## src/rtl/pipelined_instruction_decoder_pkg.sv

```systemverilog
// pipelined_instruction_decoder_pkg: opcode classes, register codes, enable bit map and FSM states
// Rev 1.0
`default_nettype none
package pipelined_instruction_decoder_pkg;

  typedef enum logic [2:0] {
    LOAD             = 3'd0,
    MOVE             = 3'd1,
    ALU              = 3'd2,
    JUMP             = 3'd3,
    CONDITIONAL_JUMP = 3'd4
  } instruction_t;

  typedef enum logic {
    IDLE     = 1'b0,
    MUL_WAIT = 1'b1
  } mul_state_t;

  localparam logic [2:0] C_DST_X0   = 3'd0;
  localparam logic [2:0] C_DST_X1   = 3'd1;
  localparam logic [2:0] C_DST_Y0   = 3'd2;
  localparam logic [2:0] C_DST_Y1   = 3'd3;
  localparam logic [2:0] C_DST_OREG = 3'd4;
  localparam logic [2:0] C_SRC_R    = 3'd4;
  localparam logic [2:0] C_DST_M    = 3'd5;
  localparam logic [2:0] C_DST_I    = 3'd6;
  localparam logic [2:0] C_DST_DM   = 3'd7;

  localparam int C_EN_R    = 4;
  localparam int C_EN_I    = 6;
  localparam int C_EN_OREG = 8;

  localparam logic [2:0] MUL_FUNC  = 3'b111;
  localparam logic [3:0] SRC_LOAD  = 4'd8;
  localparam logic [3:0] SRC_RESET = 4'd10;

  function automatic instruction_t decode_type(input logic [7:0] ir);
    if (!ir[7])      decode_type = LOAD;
    else if (!ir[6]) decode_type = MOVE;
    else if (!ir[5]) decode_type = ALU;
    else if (!ir[4]) decode_type = JUMP;
    else             decode_type = CONDITIONAL_JUMP;
  endfunction

  // Destination code 4 is o_reg, which lives at enable bit 8 rather than bit 4.
  function automatic logic [8:0] dst_enable(input logic [2:0] code);
    dst_enable = '0;
    if (code == C_DST_OREG) dst_enable[C_EN_OREG] = 1'b1;
    else                    dst_enable[code]      = 1'b1;
  endfunction

endpackage
`default_nettype wire

```

## src/rtl/pipelined_instruction_decoder_stall_ctrl.sv

```systemverilog
// decode_stall_ctrl: multiply stall sequencer and post-jump squash counter
// Rev 1.0
`default_nettype none
module decode_stall_ctrl
  import pipelined_instruction_decoder_pkg::*;
#(
  parameter int MUL_LAT    = 3,
  parameter int JMP_SQUASH = 1
) (
  input  logic clk,
  input  logic reset_n,
  input  logic i_mul_op,
  input  logic i_jmp_taken,
  output logic o_stall,
  output logic o_final_cycle,
  output logic o_squash_next
);

  localparam logic [3:0] C_LAST = 4'(MUL_LAT - 1);
  localparam logic [1:0] C_SQ   = 2'(JMP_SQUASH);

  mul_state_t r_state;
  logic [3:0] r_cnt;
  logic [1:0] r_sq_cnt;
  logic [3:0] w_cnt_eff;
  logic [1:0] w_sq_eff;

  // The cycle a multiply first appears in ir counts as cnt = 0.
  assign w_cnt_eff     = (r_state == MUL_WAIT) ? r_cnt : 4'd0;
  assign o_stall       = i_mul_op && (w_cnt_eff != C_LAST);
  assign o_final_cycle = ~o_stall;
  // A taken jump squashes the very next load, so its count is used in the same cycle.
  assign w_sq_eff      = i_jmp_taken ? C_SQ : r_sq_cnt;
  assign o_squash_next = (w_sq_eff != 2'd0);

  always_ff @(posedge clk or negedge reset_n) begin
    if (!reset_n) begin
      r_state  <= IDLE;
      r_cnt    <= 4'd0;
      r_sq_cnt <= 2'd0;
    end else begin
      case (r_state)
        IDLE: begin
          if (i_mul_op && (C_LAST != 4'd0)) begin
            r_state <= MUL_WAIT;
            r_cnt   <= 4'd1;
          end
        end
        MUL_WAIT: begin
          if (r_cnt == C_LAST) begin
            r_state <= IDLE;
            r_cnt   <= 4'd0;
          end else begin
            r_cnt <= r_cnt + 4'd1;
          end
        end
        default: begin
          r_state <= IDLE;
          r_cnt   <= 4'd0;
        end
      endcase
      if (!o_stall && o_squash_next) r_sq_cnt <= w_sq_eff - 2'd1;
    end
  end

endmodule
`default_nettype wire

```

## src/rtl/pipelined_instruction_decoder.sv

```systemverilog
// pipelined_instruction_decoder: 8-bit microsequencer decoder with multiply stall, jump squash and bubbles
// Rev 1.0
`default_nettype none
module pipelined_instruction_decoder
  import pipelined_instruction_decoder_pkg::*;
#(
  parameter int MUL_LAT    = 3,
  parameter int JMP_SQUASH = 1,
  parameter int NUM_EN     = 9
) (
  input  logic              clk,
  input  logic              reset_n,
  input  logic [7:0]        next_instr,
  input  logic              instr_valid,
  input  logic              zero_flag,
  output logic [7:0]        ir,
  output logic [3:0]        ir_nibble,
  output logic              jmp,
  output logic              jmp_nz,
  output logic              jmp_taken,
  output logic              i_sel,
  output logic              x_sel,
  output logic              y_sel,
  output logic [3:0]        source_sel,
  output logic [NUM_EN-1:0] reg_en,
  output logic              stall
);

  logic [7:0]   r_ir;
  logic         r_bubble;
  instruction_t w_type;
  logic [8:0]   w_en;
  logic [3:0]   w_src;
  logic         w_isel, w_x, w_y, w_jmp, w_jnz, w_jmp_taken;
  logic         w_mul_op, w_stall, w_final, w_squash_next;
  logic [2:0]   w_ld_dst, w_mv_dst, w_mv_src;

  assign w_type   = decode_type(r_ir);
  assign w_ld_dst = r_ir[6:4];
  assign w_mv_dst = r_ir[5:3];
  assign w_mv_src = r_ir[2:0];
  assign w_mul_op = !r_bubble && (w_type == ALU) && (r_ir[2:0] == MUL_FUNC);

  decode_stall_ctrl #(
    .MUL_LAT    (MUL_LAT),
    .JMP_SQUASH (JMP_SQUASH)
  ) u_stall_ctrl (
    .clk           (clk),
    .reset_n       (reset_n),
    .i_mul_op      (w_mul_op),
    .i_jmp_taken   (w_jmp_taken),
    .o_stall       (w_stall),
    .o_final_cycle (w_final),
    .o_squash_next (w_squash_next)
  );

  always_ff @(posedge clk or negedge reset_n) begin
    if (!reset_n) begin
      r_ir     <= 8'h00;
      r_bubble <= 1'b1;
    end else if (!w_stall) begin
      r_ir     <= next_instr;
      r_bubble <= ~instr_valid | w_squash_next;
    end
  end

  always_comb begin
    w_en   = '0;
    w_src  = 4'd0;
    w_isel = 1'b1;
    w_x    = 1'b0;
    w_y    = 1'b0;
    w_jmp  = 1'b0;
    w_jnz  = 1'b0;
    case (w_type)
      LOAD: begin
        w_src  = SRC_LOAD;
        w_en   = dst_enable(w_ld_dst);
        w_isel = (w_ld_dst != C_DST_I);
        if (w_ld_dst == C_DST_DM) w_en[C_EN_I] = 1'b1;
      end
      MOVE: begin
        w_src  = {1'b0, w_mv_src};
        w_isel = (w_mv_dst != C_DST_I);
        if ((w_mv_dst == C_DST_OREG) && (w_mv_src == C_SRC_R)) begin
          w_en[C_EN_OREG] = 1'b1;
        end else begin
          w_en = dst_enable(w_mv_dst);
          // Any dm access post-increments i, unless i itself is being written.
          if ((w_mv_dst == C_DST_DM) || ((w_mv_src == C_DST_DM) && (w_mv_dst != C_DST_I)))
            w_en[C_EN_I] = 1'b1;
        end
      end
      ALU: begin
        w_x          = r_ir[4];
        w_y          = r_ir[3];
        w_en[C_EN_R] = w_final;
      end
      JUMP:             w_jmp = 1'b1;
      CONDITIONAL_JUMP: w_jnz = 1'b1;
      default: ;
    endcase
    if (r_bubble) begin
      w_en  = '0;
      w_jmp = 1'b0;
      w_jnz = 1'b0;
    end
  end

  assign w_jmp_taken = w_jmp | (w_jnz & ~zero_flag);

  always_comb begin
    if (!reset_n) begin
      ir         = 8'h00;
      ir_nibble  = 4'h0;
      jmp        = 1'b0;
      jmp_nz     = 1'b0;
      jmp_taken  = 1'b0;
      i_sel      = 1'b0;
      x_sel      = 1'b0;
      y_sel      = 1'b0;
      source_sel = SRC_RESET;
      reg_en     = '1;
      stall      = 1'b0;
    end else begin
      ir         = r_ir;
      ir_nibble  = r_ir[3:0];
      jmp        = w_jmp;
      jmp_nz     = w_jnz;
      jmp_taken  = w_jmp_taken;
      i_sel      = w_isel;
      x_sel      = w_x;
      y_sel      = w_y;
      source_sel = w_src;
      reg_en     = w_en;
      stall      = w_stall;
    end
  end

endmodule
`default_nettype wire

```

## config.mk

```make
export PLATFORM = sky130hd
export DESIGN_NAME = pipelined_instruction_decoder
export DESIGN_NICKNAME = d
export VERILOG_FILES = /design/src/rtl/pipelined_instruction_decoder_pkg.sv /design/src/rtl/pipelined_instruction_decoder_stall_ctrl.sv /design/src/rtl/pipelined_instruction_decoder.sv
export SDC_FILE = /design/constraint.sdc
export NUM_CORES = 1
export LEC_CHECK = 0
export CAP_MARGIN = 10
export CORE_AREA = 2 2 56 58
export DETAILED_ROUTE_END_ITERATION = 6
export DIE_AREA = 0 0 58 60
export HOLD_SLACK_MARGIN = 0.03
export PLACE_DENSITY = 0.77
export SYNTH_ARGS = -nofsm -noshare
export SYNTH_HDL_FRONTEND = slang
export SYNTH_HIERARCHICAL = 1
export SYNTH_SLANG_ARGS = --single-unit
```

## constraint.sdc

```tcl
create_clock -name clk -period 2.5 [get_ports clk]
set_input_delay 0.375 -clock clk [delete_from_list [all_inputs] [get_ports clk]]
set_output_delay 0.375 -clock clk [all_outputs]
set_load 0.05 [all_outputs]
```

Yosys cells after proc, flatten, opt, wreduce, memory -nomap -nowiden
Cells that the tools add are included.
{ "op_classes": {"add_sub_neg": 2, "n_lt_le_gt_ge": 4, "eq_ne": 15, "n_mux": 47, "bitwise": 7, "n_reduce_logical": 13} }
{ "op_table": {"columns": ["operator", "n"], "rows": [
  ["2-to-1 mux 8 bit", 4],
  ["one-hot mux 4 bit (2 select lines)", 4],
  ["2-to-1 mux 1 bit", 22],
  ["equality test 3 bit, second input constant", 7],
  ["2-to-1 mux 4 bit", 5],
  ["2-to-1 mux 9 bit", 2],
  ["2-to-1 mux 3 bit", 4],
  ["< comparator 3 x 5 -> 1 bit, second input constant", 2],
  ["logical AND 1 bit", 8],
  ["demux 1 bit (select 3 bit)", 2],
  ["equality test 3 x 2 -> 1 bit, second input constant", 2],
  [">= comparator 3 x 1 -> 1 bit, second input constant", 2],
  ["inequality test 3 bit, second input constant", 2],
  ["adder 4 x 1 -> 4 bit, second input constant", 1],
  ["equality test 4 x 2 -> 1 bit, second input constant", 1],
  ["inequality test 4 x 2 -> 1 bit, second input constant", 1],
  ["NOT 1 bit", 4],
  ["one-hot mux 1 bit (2 select lines)", 2],
  ["equality test 3 x 1 -> 1 bit, second input constant", 1],
  ["logical NOT 3 bit", 1],
  ["one-hot mux 1 bit (3 select lines)", 1],
  ["logical NOT 1 bit", 2],
  ["2-to-1 mux 2 bit", 1],
  ["inequality test 2 x 1 -> 1 bit, second input constant", 1],
  ["5 further kinds", 6]
]} }
{ "totals": {"register_bits": 16, "in_bits": 12, "out_inout_bits": 32} }

Logic depth before layout (Yosys ltp)
{ "depth": {"word_depth": 12, "mapped_depth": 9} }

Hierarchy
Netlist, hierarchy kept.
{ "by_module_without_submodules": {"columns": ["mod", "n_inst", "cells_each", "area_per_inst_um2"], "rows": [
  ["pipelined_instruction_decoder", 1, 98, 802.0],
  ["decode_stall_ctrl", 1, 46, 426.7]
]} }

Worst setup path after synthesis
No wires, ideal clock.
{ "synth_path": {"path_type": "input -> output", "start": "input port reset_n", "end": "output port jmp_taken", "t_arrival_ns": 1.912, "t_required_ns": 2.125, "path_slack_ns": 0.213, "path_stages": 4, "n_path_buf": 1, "path_cell_list": "clkbuf_2 > and2_1 > nand3_1 > a21oi_1"} }
{ "synth_via": {"elab_chain_len": 1} }
{ "synth_lines": {"columns": ["element", "line", "text"], "rows": [
  ["start, declared", "pipelined_instruction_decoder.sv:12", "input logic reset_n,"],
  ["2-to-1 mux 1 bit", "pipelined_instruction_decoder.sv:113", "if (!reset_n) begin"],
  ["end, declared", "pipelined_instruction_decoder.sv:20", "output logic jmp_taken,"]
]} }
Every way passes these cells.

Final worst setup path
{ "layout_path": {"start": "register r_bubble", "end": "output port reg_en[4]"} }
{ "layout_via": {"elab_chain_len": 8} }
{ "layout_lines": {"columns": ["element", "line", "text"], "rows": [
  ["start, declared", "pipelined_instruction_decoder.sv:30", "logic r_bubble;"],
  ["start signal, assigned", "pipelined_instruction_decoder.sv:63", "r_bubble <= ~instr_valid | w_squash_next;"],
  ["logical NOT 1 bit", "pipelined_instruction_decoder.sv:42", "assign w_mul_op = !r_bubble && (w_type == ALU) && (r_ir[2:0] == MUL_FUNC);"],
  ["logical AND 1 bit (2 in a row)", "pipelined_instruction_decoder.sv:42", null],
  ["named net w_mul_op", "pipelined_instruction_decoder.sv:35", "logic w_mul_op, w_stall, w_final, w_squash_next;"],
  ["logical AND 1 bit", "pipelined_instruction_decoder_stall_ctrl.sv:30", "assign o_stall = i_mul_op && (w_cnt_eff != C_LAST);"],
  ["NOT 1 bit", "pipelined_instruction_decoder_stall_ctrl.sv:31", "assign o_final_cycle = ~o_stall;"],
  ["named net w_final", "pipelined_instruction_decoder.sv:35", null],
  ["one-hot mux 1 bit (3 select lines)", "pipelined_instruction_decoder.sv:75", "case (w_type)"],
  ["2-to-1 mux 9 bit", "pipelined_instruction_decoder.sv:103", "if (r_bubble) begin"],
  ["2-to-1 mux 9 bit", "pipelined_instruction_decoder.sv:113", null],
  ["end, declared", "pipelined_instruction_decoder.sv:25", "output logic [NUM_EN-1:0] reg_en,"]
]} }
The timed path passes the listed nets, and every way through them passes these cells.

==> metrics.md <==
| Metric | Value |
|---|---|
| Status | `finished, final reports clean` |
| WS Path Type | `reg -> out` |
| Initial antenna violation count | `0` |
| NetSw | `0.438 mW` |
| Worst setup path startpoint | `r_bubble` |
| Syn nets | `about 160` |
| Total global-route track usage | `18.8%` |
| Root Driver | `clkbuf_4` |
| Pint | `approximately 0.67 mW` |
| Ys flop type | `dfrtp_1` |
| Row count | `20` |
| WP data arrival | `1990 ps` |
| H-Tree Depth | `1` |
| # diodes | `0` |
| Vias | `1169` |
| R2R setup slack | `210 ps` |
| LEAKAGE | `around 0.86 nW` |
| Startpoint Class | `flop` |
| DRC Markers | `0` |
| Sw Share | `39.5%` |
| Vias in the first global route | `around 1100` |
| Clk_lat worst skew | `280 ps` |
| Register area share after synthesis | `32.7%` |
| Pwr/cell area | `560 mW/mm^2` |
| Mux cell area share after synthesis | `under 10%` |
| Global-route wire length before repair | `between 5000 and 6000 um` |
| Max FO, Critical Path | `8` |
| Synth Area in Adders | `3.05%` |
| Avg Inst Size Synth | `about 8.5 sq um` |
| Setup crit end kind | `primary output` |
| Mean routed wirelength per cell | `14.6 um` |
| Synth Warn # | `6` |
| RSZ-0062 raised after global routing | `false` |
| Post-route ant nets | `0` |
| Setup-failing EPs final | `0` |
| CTS tree | `built` |
| Post-synth top cells | `15 x dfrtp_1, 11 x nand2_1, 10 x and2_1, 10 x nor2_1` |
| Synth async-reset ratio | `between 90% and 100%` |
| I/O pins | `between 40 and 50` |
| Share of cells above drive strength 1 | `about a third` |
| Mapped Area | `between 0.001 and 0.0015 sq mm` |
| HPWL Detailed | `between 2000 and 3000 um` |
| Clk sinks | `16` |
| Max frequency | `423 MHz` |
| Clk pwr share | `15.3%` |
| Clk slew on worst S/H paths | `about 90 ps` |
| Pre-CTS WS | `236 ps` |
| Hold crit path type | `in -> async` |
| CTS Buffer Depth | `2` |
| WL final | `about 3200 um` |
| Largest family of logic cells by synthesized area | `simple AND/OR/NAND/NOR gates` |
| Min cycle time layout | `2360 ps` |
| Post-CTS Hold Buffers | `0` |
| Count leader, synth | `dfrtp_1` |
| Clock Skew | `slightly below 3 ps` |
| Post-synthesis xor/xnor area fraction | `less than 1%` |
| Reg2Reg Depth | `7` |
| CP Data Required Time | `between 2000 and 2500 ps` |
| Die ar. | `approximately 0.0035 sq mm` |
| Area contributors post-synth | `dfrtp_1 31%, mux2_2 8.2%, and2_1 5.1%` |
| Post-synth top area share | `a little under a third` |
| Worst r2r dst | `u_stall_ctrl/r_sq_cnt[0]` |
| Slew headroom | `between 60 and 70%` |
| Fin. max-slew vios | `0` |
| Setup_tns | `0 ps` |
| Synth Area in Compound Gates | `between 10 and 15%` |
| GR Overflow Total | `0` |
| Via/cell ratio | `5.36` |
| Initial Utilization | `42.3%` |
| DR iter-0 viols | `35` |
| Die width | `58 um` |
| Worst vdd ir | `0.553 mV` |
| GP Congestion | `between 0.7 and 0.8` |
| Drt pass-1 iters | `4` |
| Cell variety after synth | `41` |
| # nets final | `201` |
| Post-Synth Simple-Gate Area | `between 30 and 40%` |
| Register bit count reported by yosys | `16` |
| Worst r2r src | `r_ir[5]` |
| Seq pwr share | `35.5%` |
| Die height | `60 um` |
| Total core area | `about 0.0029 sq mm` |
| Max-cap violations | `0` |
| Final Hold Vio Count | `0` |
| Largest area contributor in the netlist | `dfrtp_1` |
| Slew @ Worst Pin | `~530 ps` |
| CTS Buf Count | `3` |
| PortBufs | `between 40 and 50` |
| Area delta synth->final | `61.2%` |
| Gate Count Post-Synth | `between 100 and 150` |
| EDFF count, synth | `0` |
| Comb pwr share | `between 40% and 50%` |
| Fin crit share | `94.6%` |
| Largest net degree at the start of global routing | `19` |
| Worst Slack Setup Final | `135 ps` |
| Final Util | `68.2%` |
## cell usage in the layout, fill, tap and decap left out, types with 2 or more instances in the layout
cell and instances:
mux2_2 9, nand2b_1 6, o21ai_0 2, clkdlybuf4s50_1 11, nor2_1 10, dfrtp_1 15, or3_1 2, nor2b_1 8
and2_1 10, buf_4 11, inv_1 9, a21oi_1 6, nor3b_1 4, nor2b_2 2, buf_12 28, nand3_1 6
ha_1 3, o22ai_1 2, o21ai_1 5, nand2_1 11, clkbuf_4 3
## flip-flops by register name, summed over array words and instances, names as in the netlist
name	cells
r_ir	8
u_stall_ctrl/r_cnt	4
u_stall_ctrl/r_sq_cnt	2
r_bubble	1
u_stall_ctrl/r_state	1
## cells by family after synthesis
group / Yosys count
AO/OA/AOI/OAI: 26
adder cells (fa/ha/maj): 3
flip-flops: 16
AND/OR/NAND/NOR: 66
XOR/XNOR: 1
buffers and inverters: 22
multiplexers: 10
## power by group through the flow
stage                     clock network (mW)  logic, mW  registers, mW
after global routing                   0.190      0.591          0.403
after floorplan                            0      0.364          0.369
final                                  0.170      0.545          0.393
after detailed placement                   0      0.529          0.401
after CTS                              0.175      0.530          0.396
after global placement                     0      0.500          0.390
## worst max-delay path, cell delays in order (launching register included)
cell and delay, ps:
dfstp_2 590, and4b_1 220, and3_2 270, o21ai_1 170, nand2b_1 120, o21ai_2 180, buf_12 160
## final cells by class
| type | instances | area (sq um) |
|---|---|---|
| Timing Repair Buffer | 50 | 753 |
| Multi-Input combinational cell | 106 | 714 |
| Sequential cell | 16 | 402 |
| Inverter | 9 | 33.8 |
| Fill cell | 247 | 922 |
| Clock buffer | 4 | 36.3 |
| Tap cell | 33 | 41.3 |
## worst max-delay path by stage
stage / endpoint
after CTS: reg_en[4]
after detailed placement: u_stall_ctrl/r_sq_cnt[0]
after floorplan: jmp_taken
after global routing: reg_en[4]
final: reg_en[4]
after global placement: u_stall_ctrl/r_sq_cnt[1]
## metrics by stage
step / total power [mW] / instance area (sq um) / cells / hold slack, ps
6_report: 1.11 / 1980 / 218 / 460
5_1_grt: 1.18 / 1980 / 218 / 468
4_1_cts: 1.10 / 1960 / 216 / 459
3_5_place_dp: 0.930 / 1920 / 212 / 519
3_3_place_gp: 0.890 / 1920 / 212 / 507
2_1_floorplan: 0.732 / 1230 / 144 / 79.4
## layer usage
layer | share of wire (%) | up-vias | GRT usage [%] | wire (um)
met5 | 0 | - | 0 | 0
met4 | 0.66 | 0 | 6.64 | 21
met3 | 5.8 | 4 | 2.16 | 184
met2 | 52 | 47 | 34.4 | 1660
met1 | 41 | 548 | 22.8 | 1310
li1 | - | 570 | - | -
## timing repair
action / 4_1_cts / 5_1_grt
gates cloned: 0 / 0
setup endpoints to repair: 1 / 2
resized for setup: 1 / 2
setup buffers: 0 / 2
(Power assumes the default switching activity.)
